**config.mk**
```make
export PLATFORM = sky130hd
export DESIGN_NAME = output_port_allocator
export DESIGN_NICKNAME = d
export VERILOG_FILES = /design/src/rtl/output_port_allocator_pkg.sv /design/src/rtl/output_port_allocator_rr_pick.sv /design/src/rtl/output_port_allocator.sv
export SDC_FILE = /design/constraint.sdc
export NUM_CORES = 1
export LEC_CHECK = 0
export CORE_ASPECT_RATIO = 0.5
export CORE_MARGIN = 1
export CORE_UTILIZATION = 60
export DETAILED_ROUTE_END_ITERATION = 12
export PLACE_DENSITY = 0.84
export SLEW_MARGIN = 20
export SYNTH_ARGS = -nofsm -noshare
export SYNTH_HDL_FRONTEND = slang
export SYNTH_SLANG_ARGS = --single-unit
```
**constraint.sdc**
```tcl
create_clock -name clk -period 7.82 [get_ports clk]
set_input_delay 0.782 -clock clk [delete_from_list [all_inputs] [get_ports clk]]
set_output_delay 0.782 -clock clk [all_outputs]
set_load 0.02 [all_outputs]
```
**src/rtl/output_port_allocator_pkg.sv**
```systemverilog
// -----------------------------------------------------------------------------
// output_port_allocator_pkg
// Shared definitions for the mesh-router output-port allocator: flit-type
// codes, the allocator FSM state type, the width of the input-select index
// and a helper that recognises packet-ending flits.
// No ports (package).
// -----------------------------------------------------------------------------
package output_port_allocator_pkg;

   localparam int SEL_W = 3;

   localparam logic [2:0] FLIT_HEADER = 3'b001;
   localparam logic [2:0] FLIT_BODY   = 3'b010;
   localparam logic [2:0] FLIT_TAIL   = 3'b100;
   localparam logic [2:0] FLIT_SINGLE = 3'b101;

   typedef enum logic {
      ST_IDLE   = 1'b0,
      ST_LOCKED = 1'b1
   } alloc_state_t;

   // TAIL and SINGLE both carry bit 2, which is what closes a packet.
   function automatic logic is_last_flit(input logic [2:0] ft);
      return ft[2];
   endfunction

endpackage

```
**src/rtl/output_port_allocator_rr_pick.sv**
```systemverilog
// -----------------------------------------------------------------------------
// rr_pick
// Combinational round-robin picker. Scans requesters starting one position
// after the last served index and wrapping modulo NUM_IN, so the last served
// input always has the lowest priority.
// Ports:
//   req          in   NUM_IN  request vector
//   last_served  in   IDX_W   index of the most recently granted input
//   valid        out  1       at least one request present
//   pick_oh      out  NUM_IN  one-hot winner (0 when no request)
//   pick_idx     out  IDX_W   binary winner (0 when no request)
// -----------------------------------------------------------------------------
module rr_pick
   import output_port_allocator_pkg::*;
#(
   parameter int NUM_IN = 5,
   parameter int IDX_W  = SEL_W
) (
   input  logic [NUM_IN-1:0] req,
   input  logic [IDX_W-1:0]  last_served,
   output logic              valid,
   output logic [NUM_IN-1:0] pick_oh,
   output logic [IDX_W-1:0]  pick_idx
);

   // Walk the candidates in priority order; the first requester found wins.
   always_comb begin
      int cand;
      cand     = 0;
      valid    = 1'b0;
      pick_oh  = '0;
      pick_idx = '0;
      for (int k = 1; k <= NUM_IN; k++) begin
         cand = (int'(last_served) + k) % NUM_IN;
         if (!valid && req[cand]) begin
            valid         = 1'b1;
            pick_oh[cand] = 1'b1;
            pick_idx      = IDX_W'(cand);
         end
      end
   end

endmodule

```
**src/rtl/output_port_allocator.sv**
```systemverilog
// -----------------------------------------------------------------------------
// output_port_allocator
// Shares one router output port among NUM_IN input buffers. A round-robin
// pick is locked in wormhole-style until the packet's last flit moves, and
// every flit transfer is gated by a credit counter mirroring the free slots
// of the downstream input buffer.
// Ports:
//   clk         in   1          clock, all state on rising edge
//   rst         in   1          asynchronous active-low reset
//   req         in   NUM_IN     input i head flit is routed here
//   flit_type   in   3*NUM_IN   flit type of input i in bits [3i+2:3i]
//   credit_in   in   1          downstream freed one slot (1-cycle pulse)
//   grant       out  NUM_IN     registered one-hot grant (crossbar select)
//   sel         out  3          binary index of granted input, 0 when idle
//   xfer        out  1          combinational: a flit moves this cycle
//   idle        out  1          no input granted
//   credit_cnt  out  CNT_W      downstream free-slot count
//   credit_err  out  1          sticky: credit returned while already full
// -----------------------------------------------------------------------------
module output_port_allocator
   import output_port_allocator_pkg::*;
#(
   parameter int NUM_IN       = 5,
   parameter int CREDIT_DEPTH = 4,
   parameter int CNT_W        = 3
) (
   input  logic                clk,
   input  logic                rst,
   input  logic [NUM_IN-1:0]   req,
   input  logic [3*NUM_IN-1:0] flit_type,
   input  logic                credit_in,
   output logic [NUM_IN-1:0]   grant,
   output logic [SEL_W-1:0]    sel,
   output logic                xfer,
   output logic                idle,
   output logic [CNT_W-1:0]    credit_cnt,
   output logic                credit_err
);

   localparam logic [CNT_W-1:0] CREDIT_FULL = CNT_W'(CREDIT_DEPTH);

   alloc_state_t      state_q, state_d;
   logic [NUM_IN-1:0] grant_q, grant_d;
   logic [SEL_W-1:0]  sel_q, sel_d;
   logic [SEL_W-1:0]  last_served_q, last_served_d;
   logic              idle_q, idle_d;
   logic [CNT_W-1:0]  credit_cnt_q, credit_cnt_d;
   logic              credit_err_q, credit_err_d;

   logic              pick_valid;
   logic [NUM_IN-1:0] pick_oh;
   logic [SEL_W-1:0]  pick_idx;
   logic [2:0]        granted_type;

   rr_pick #(
      .NUM_IN (NUM_IN),
      .IDX_W  (SEL_W)
   ) u_rr_pick (
      .req         (req),
      .last_served (last_served_q),
      .valid       (pick_valid),
      .pick_oh     (pick_oh),
      .pick_idx    (pick_idx)
   );

   // Flit type of the granted input; the one-hot grant acts as the mux select.
   always_comb begin
      granted_type = '0;
      for (int i = 0; i < NUM_IN; i++) begin
         if (grant_q[i]) begin
            granted_type = granted_type | flit_type[3*i +: 3];
         end
      end
   end

   // Only the locked owner can move a flit, and only while a credit is free.
   assign xfer = (state_q == ST_LOCKED) && (|(req & grant_q)) && (credit_cnt_q != '0);

   // Arbitration happens only in IDLE; once locked, the grant is held until
   // the packet-ending flit actually transfers, even if the owner drops req.
   always_comb begin
      state_d       = state_q;
      grant_d       = grant_q;
      sel_d         = sel_q;
      last_served_d = last_served_q;
      idle_d        = idle_q;
      case (state_q)
         ST_IDLE: begin
            if (pick_valid) begin
               state_d       = ST_LOCKED;
               grant_d       = pick_oh;
               sel_d         = pick_idx;
               last_served_d = pick_idx;
               idle_d        = 1'b0;
            end
         end
         ST_LOCKED: begin
            if (xfer && is_last_flit(granted_type)) begin
               state_d = ST_IDLE;
               grant_d = '0;
               sel_d   = '0;
               idle_d  = 1'b1;
            end
         end
         default: begin
            state_d = ST_IDLE;
            grant_d = '0;
            sel_d   = '0;
            idle_d  = 1'b1;
         end
      endcase
   end

   // A simultaneous transfer and returned credit cancel out. A credit
   // returned while already full is an upstream bookkeeping error: the count
   // saturates and the error flag latches until reset.
   always_comb begin
      credit_cnt_d = credit_cnt_q;
      credit_err_d = credit_err_q;
      case ({xfer, credit_in})
         2'b10: credit_cnt_d = credit_cnt_q - CNT_W'(1);
         2'b01: begin
            if (credit_cnt_q == CREDIT_FULL) begin
               credit_err_d = 1'b1;
            end else begin
               credit_cnt_d = credit_cnt_q + CNT_W'(1);
            end
         end
         default: credit_cnt_d = credit_cnt_q;
      endcase
   end

   // Last served starts at NUM_IN-1 so input 0 has top priority after reset.
   always_ff @(posedge clk or negedge rst) begin
      if (!rst) begin
         state_q       <= ST_IDLE;
         grant_q       <= '0;
         sel_q         <= '0;
         last_served_q <= SEL_W'(NUM_IN - 1);
         idle_q        <= 1'b1;
         credit_cnt_q  <= CREDIT_FULL;
         credit_err_q  <= 1'b0;
      end else begin
         state_q       <= state_d;
         grant_q       <= grant_d;
         sel_q         <= sel_d;
         last_served_q <= last_served_d;
         idle_q        <= idle_d;
         credit_cnt_q  <= credit_cnt_d;
         credit_err_q  <= credit_err_d;
      end
   end

   assign grant      = grant_q;
   assign sel        = sel_q;
   assign idle       = idle_q;
   assign credit_cnt = credit_cnt_q;
   assign credit_err = credit_err_q;

endmodule

```
==> results of run 1 <==
-- layer usage --
layer,share of wire [%],vias up,track usage [%],wire length [microns]
li1,-,1794,-,-
met3,10,15,5.940,1011
met4,1.1,0,5.405,108
met1,46,1757,44.75,4596
met2,43,189,50.45,4253
met5,0,-,0,0
-- metrics by stage --
| stage | std cells | setup WS (ps) |
|---|---|---|
| CTS | 548 | 2003 |
| global route | 548 | 1425 |
| floorplan | 467 | 2675 |
| finish | 548 | 1831 |
| global placement | 544 | 2062 |
| detailed placement | 544 | 2069 |
-- sequential cells by signal (all words and copies together), names as in the netlist --
signal,cells
grant,5
credit_cnt,3
last_served_q,3
sel,3
credit_err,1
idle,1
state_q,1
-- logic make-up after synthesis --
logic type,count (synthesis)
xor+xnor,9
fa+ha+maj,37
flops,17
simple gates,165
buf+inv,59
mux,14
compound gates,166
-- layout make-up --
class | count | area share [%]
Clock buffer | 4 | 2.009
Inverter | 33 | 3.157
Multi-Input combinational cell | 391 | 74.17
Sequential cell | 17 | 10.94
Tap cell | 73 | 2.328
Timing Repair Buffer | 30 | 7.398
-- worst max-delay path: stages, from the launching register on --
cell,delay (ps)
dfrtp_1,710
inv_1,410
ha_1,420
clkinv_1,340
ha_1,350
inv_1,60
ha_1,240
nor2b_1,290
a211oi_1,170
a311oi_2,420
mux2_2,410
o221ai_2,630
nand3b_1,340
o31ai_4,750
a31oi_1,150
a22oi_1,220
-- worst paths after layout --
path / from / end / slack [ps]
worst max-delay path: last_served_q[1] / sel[1] / 1830
worst min-delay path: idle / idle / 460
worst max register to register: last_served_q[1] / sel[1] / 1830
worst min register to register: idle / idle / 460
max in group asynchronous: rst / last_served_q[0] / 6340
min in group asynchronous: rst / credit_cnt[1] / 990
-- power groups by stage --
| stage | combinational (uW) | clock [uW] | sequential, uW |
|---|---|---|---|
| final | 101 | 102 | 117 |
| after global routing | 110 | 106 | 117 |
| after CTS | 99.8 | 103 | 116 |
| after detailed placement | 99.3 | 0 | 117 |
| after global placement | 95.9 | 0 | 117 |
| after floorplan | 53.4 | 0 | 123 |
-- placed cells by master, fill, tap and decap left out, drive strengths merged, types with 5 or more instances in the layout --
cell / netlist / layout
ha: 35 / 35
nand2: 36 / 36
o221ai: 6 / 6
o31ai: 7 / 7
a21o: 7 / 7
nand2b: 8 / 8
o21ai: 27 / 27
nor4: 7 / 7
dfrtp: 14 / 14
a21oi: 31 / 31
nand4: 7 / 7
or2: 5 / 5
clkdlybuf4s50: 0 / 26
a22oi: 9 / 9
inv: 30 / 30
o211ai: 5 / 5
nor3: 17 / 17
nor3b: 5 / 5
xnor2: 8 / 8
mux2i: 12 / 12
a311oi: 5 / 5
nand3: 16 / 16
a31oi: 10 / 10
o21a: 6 / 6
and2: 7 / 7
a211oi: 12 / 12
nor2: 33 / 33
nor2b: 7 / 7
==> flow_metrics.tcl, run 1 <==
set metrics [dict create \
    io_buffers 26 \
    postRouteWirelength_microns 9969 \
    cts_made_buffers 3 \
    total_power_uw 319.1 \
    synth_warnings 0 \
    power_density_mw_per_mm2 81.34 \
    rsz0062_at_grt "no" \
    synth_top_family_by_area "compound AO/OA/AOI/OAI gates" \
    synth-edff-count 0 \
    grt_pass1_vias 3325 \
    netlist_area_sq_mm 0.003600 \
    drt_pre_antenna_iters 6 \
    setup_viol 0 \
    max_freq_mhz 167.0 \
    slew_viol_final 0 \
    htree_levels 1 \
    leakagePower_uw 0.001591 \
    startpoint_type "flip-flop" \
    skew_ps 2.318 \
    ys_seq_area_share_pct 11.92 \
    timing.final.crit_share_pct 76.58 \
    cp-end-kind "flip-flop" \
    synth_nets 527 \
    yosysUniqueCellTypes 83 \
    setup_tns_ps 0 \
    crit_required_ps 7980 \
    grt_use_total_pct 31.57 \
    synth_compound_area_share_pct 35.52 \
    worstPathArrival_ps 6150 \
    reg2reg_depth 15 \
    clk_latency_ps 250 \
    synth-adder-area-share_pct 13.28 \
    clkPwrFrac_pct 31.9 \
    whs_path_depth 2 \
    dr_total_vias 3755 \
    hold_violations 0 \
    rows 19 \
    clkSinkCount 17 \
    final-seq-area_sq_um 429.2 \
    power_frac_seq_pct 36.5 \
    cts_setup_buffers 0 \
    fp.dieArea_sq_mm 0.006332 \
    p_switching_uw 104.2 \
    ctsRootBufferMaster "clkbuf_16" \
    wire_per_inst_microns 18.19 \
    nNetsFinal 536 \
    diodes 0 \
    p_int_uw 214.9 \
    synth_most_common_cell "nand2_1" \
    gr-total-overflow 0 \
    critical_path_class "flip-flop to flip-flop" \
    grt_pass1_wl_microns 16280 \
    synth_area_leaders "ha_1, dfrtp_1, a21oi_1" \
    place.gp.congestion 0.9749 \
    async_reset_ff_share_pct 100.0 \
    syn_to_final_growth_pct 9.002 \
    fp.dieW_microns 111.5 \
    p_comb_share_pct 31.6 \
    crit_fanout 20 \
    route.detailed.drc 0 \
    drive_gt1_share_pct 8.421 \
    fp.dieH_microns 56.77 \
    vias_per_cell 6.852 \
    status "complete, no violations" \
    floorplan.initialDensity_pct 63.89 \
    synth_commonest_cells "nand2_1, ha_1, nor2_1" \
    fill_cells 471 \
    maxSlewHeadroom_pct 37.40 \
    synth_top_area_share_pct 12.17 \
    grt_max_degree 51 \
    yosys.area.top_type "ha_1" \
    placed_area_sq_mm 0.003845 \
    worst_pin_slew_ps 938.9 \
    ant_nets 0 \
    min_path_type "flip-flop to flip-flop" \
    final_area_sq_mm 0.003924 \
    yosys.area_share.simple_pct 24.30 \
    synth_area_per_cell_sq_um 7.708 \
    netlist_instances 467 \
    yosys.area_share.xor_xnor_pct 3.128 \
    final_util_pct 69.64 \
    peakVddDrop_mv 0.1752 \
    drtIter0Drc 504 \
    cap_violations 0 \
    multiInputGateArea_sq_mm 0.002910 \
    clkSlewWorstSetupHoldPaths_ps 50 \
    ioPinCount 37 \
    ys_ff_latch 17 \
    core_area_sq_mm 0.005634 \
    ys.flop_type "dfrtp_1" \
    holdWs_ps 464.3 \
    synthMuxAreaShare_pct 4.623 \
    swShare_pct 32.65 \
    cts-hold-fix-buffers 0 \
    clockBufferDepth 2 \
    period_minus_slack_ps 5989 \
    antenna_found_initial 0 \
    hpwl_microns 7195 \
    cts.repair.resized 0 \
    cts_tree "done" \
]
No activity file was read; power rests on OpenSTA's default activity.
==> inputs of run 2 (changes only) <==
--- a/config.mk
+++ b/config.mk
@@ -7,9 +7,9 @@
 export LEC_CHECK = 0
 export CORE_ASPECT_RATIO = 0.5
 export CORE_MARGIN = 1
-export CORE_UTILIZATION = 60
+export CORE_UTILIZATION = 53
 export DETAILED_ROUTE_END_ITERATION = 12
-export PLACE_DENSITY = 0.84
+export PLACE_DENSITY = 0.78
 export SLEW_MARGIN = 20
 export SYNTH_ARGS = -nofsm -noshare
 export SYNTH_HDL_FRONTEND = slang
==> constraint.sdc (replaced) <==
create_clock -name clk -period 5.4 [get_ports clk]
set_input_delay 0.54 -clock clk [delete_from_list [all_inputs] [get_ports clk]]
set_output_delay 0.54 -clock clk [all_outputs]
set_load 0.02 [all_outputs]
==> run 2 against run 1 <==
Against the previous run: global-route usage down 2.4 points; clock power grew 50%; combinational power up 50%; fmax up 17%; first-iteration DRC count grew 1.4%; non-clock buffer count rose by 16; total power is 48% higher; cell count increased by 5.7%.
==> flow_metrics.tcl, run 2 (same netlist as run 1, synthesis figures left out) <==
set metrics [dict create \
    status "complete, no violations" \
    clk_latency_ps 250 \
    largest_reg_flops 5 \
    maxSlewHeadroom_pct 49.68 \
    rsz0062_at_grt "no" \
    hold_violations 0 \
    io_buffers 26 \
    final_common_cell "nand2_1" \
    postRouteWirelength_microns 10400 \
    grt_max_degree 26 \
    critical_path_class "flip-flop to flip-flop" \
    skew_ps 3.071 \
    setup_viol 0 \
    power_density_mw_per_mm2 116.0 \
    clockBufferDepth 2 \
    min_path_type "flip-flop to flip-flop" \
    r2r_start "last_served_q[1]" \
    ant_nets 0 \
    drive_gt1_share_pct 11.61 \
    ctsRootBufferMaster "clkbuf_16" \
    grt_pass1_wl_microns 16600 \
    fp.dieW_microns 118.6 \
    vias_per_cell 6.684 \
    hpwl_microns 7590 \
    route.detailed.drc 0 \
    timing.final.crit_share_pct 94.63 \
    fp.dieH_microns 60.28 \
    floorplan.initialDensity_pct 57.08 \
    cts_tree "done" \
    dp_worst_setup_slack_ps 479.9 \
    cp_common_cell "ha_1" \
    cts.repair.resized 0 \
    startpoint_type "flip-flop" \
    fin_cells 579 \
    most-common-layout-cells "nand2_1, ha_1, nor2_1" \
    fp.dieArea_sq_mm 0.007146 \
    holdCritStartpoint "idle" \
    cts_made_buffers 3 \
    cpPeakStageDelay_ps 560 \
    diodes 0 \
    worstPathArrival_ps 5220 \
    period_minus_slack_ps 5110 \
    place.gp.congestion 0.9747 \
    grt_use_total_pct 29.20 \
    clkSinkCount 17 \
    max_freq_mhz 195.7 \
    rows 20 \
    syn_to_final_growth_pct 12.96 \
    slowest_stage "a32oi_1" \
    core_area_sq_mm 0.006306 \
    htree_levels 1 \
    cap_violations 0 \
    drtIter0Drc 511 \
    crit_required_ps 5510 \
    wire_per_inst_microns 17.97 \
    cts-hold-fix-buffers 0 \
    dpl.cell_count 575 \
    clkSlewWorstSetupHoldPaths_ps 50 \
    path_cells "buf_4, ha_1, xnor2_2, inv_2, ha_1, nor2_1, a211o_1, and2_1, ha_1, nand2b_1, a221oi_2, o21ai_0, a32oi_1, o31ai_4, buf_4, a31oi_1, a22oi_1" \
    cp-end-kind "flip-flop" \
    gr-total-overflow 0 \
    cts_setup_buffers 0 \
    grt_pass1_vias 3309 \
    drt_pre_antenna_iters 5 \
    worst_pin_slew_ps 752.5 \
    peakVddDrop_mv 0.2403 \
    antenna_found_initial 0 \
    finalWorstSetupSlack_ps 289.7 \
    dr_total_vias 3870 \
    slew_viol_final 0 \
    leakagePower_uw 0.001667 \
    crit_fanout 15 \
    critPathLaunch "last_served_q[1]" \
    nNetsFinal 552 \
    ioPinCount 37 \
    setup_tns_ps 0 \
]
run 2: cell types whose count changed in the layout (fill, tap and decap cells not counted):
| cell | change |
|---|---|
| clkbuf_1 | -1 |
| clkinvlp_4 | +1 |
| buf_4 | +16 |
run 2: cell type report:
cell class,instances,area (sq um)
clock inverters,1,7.507
flip-flops and latches,17,429.2
well taps,88,110.1
repair buffers,46,410.4
multi-input cells,391,2910
clock buffers,3,75.07
fillers,540,2240
inverters,33,123.9
run 2: path summary, 6_finish.rpt:
path | to | slack [ps] | cells past startpoint
setup / recovery | sel[1] | 290 | 17
hold / removal | idle | 460 | 2
setup reg to reg | sel[1] | 290 | 17
hold reg to reg | idle | 460 | 2
max in group asynchronous | grant[4] | 4190 | 1
min in group asynchronous | grant[1] | 740 | 1
run 2: critical path, delay by kind of cell, from the launching register on:
kind	cells	cell delay (ps)
xor gates and xnor gates	1	550
adders and majority gates	3	810
buffers and inverters	3	490
DFF	1	370
and+or+nand+nor	3	690
AOI/OAI and AO/OA	7	2020
run 2: through the flow:
stage	total power (uW)	hold WS [ps]	instance area (sq um)	util (%)
global placement	310.5	451.2	3984	63.17
global route	494.3	474.3	4066	64.48
floorplan	255.7	244.4	3600	-
CTS	472.4	467.7	4066	64.48
finish	471.6	464.6	4066	64.48
detailed placement	316.9	453.0	3984	63.17
run 2: metal layers:
metal	GRT usage [%]	vias to the layer above	routed length [microns]
met2	45.11	227	4315
met5	0	-	0
met1	41.50	1795	4828
met4	9.584	0	195
li1	-	1827	-
met3	4.866	21	1064
run 2: report_power, final:
group	leakage, uW	internal (uW)	switching (uW)
sequential	0.000206	142	26.2
clock	0.0000371	100	52.8
combinational	0.00142	70.5	80.1
total	0.00167	313	159
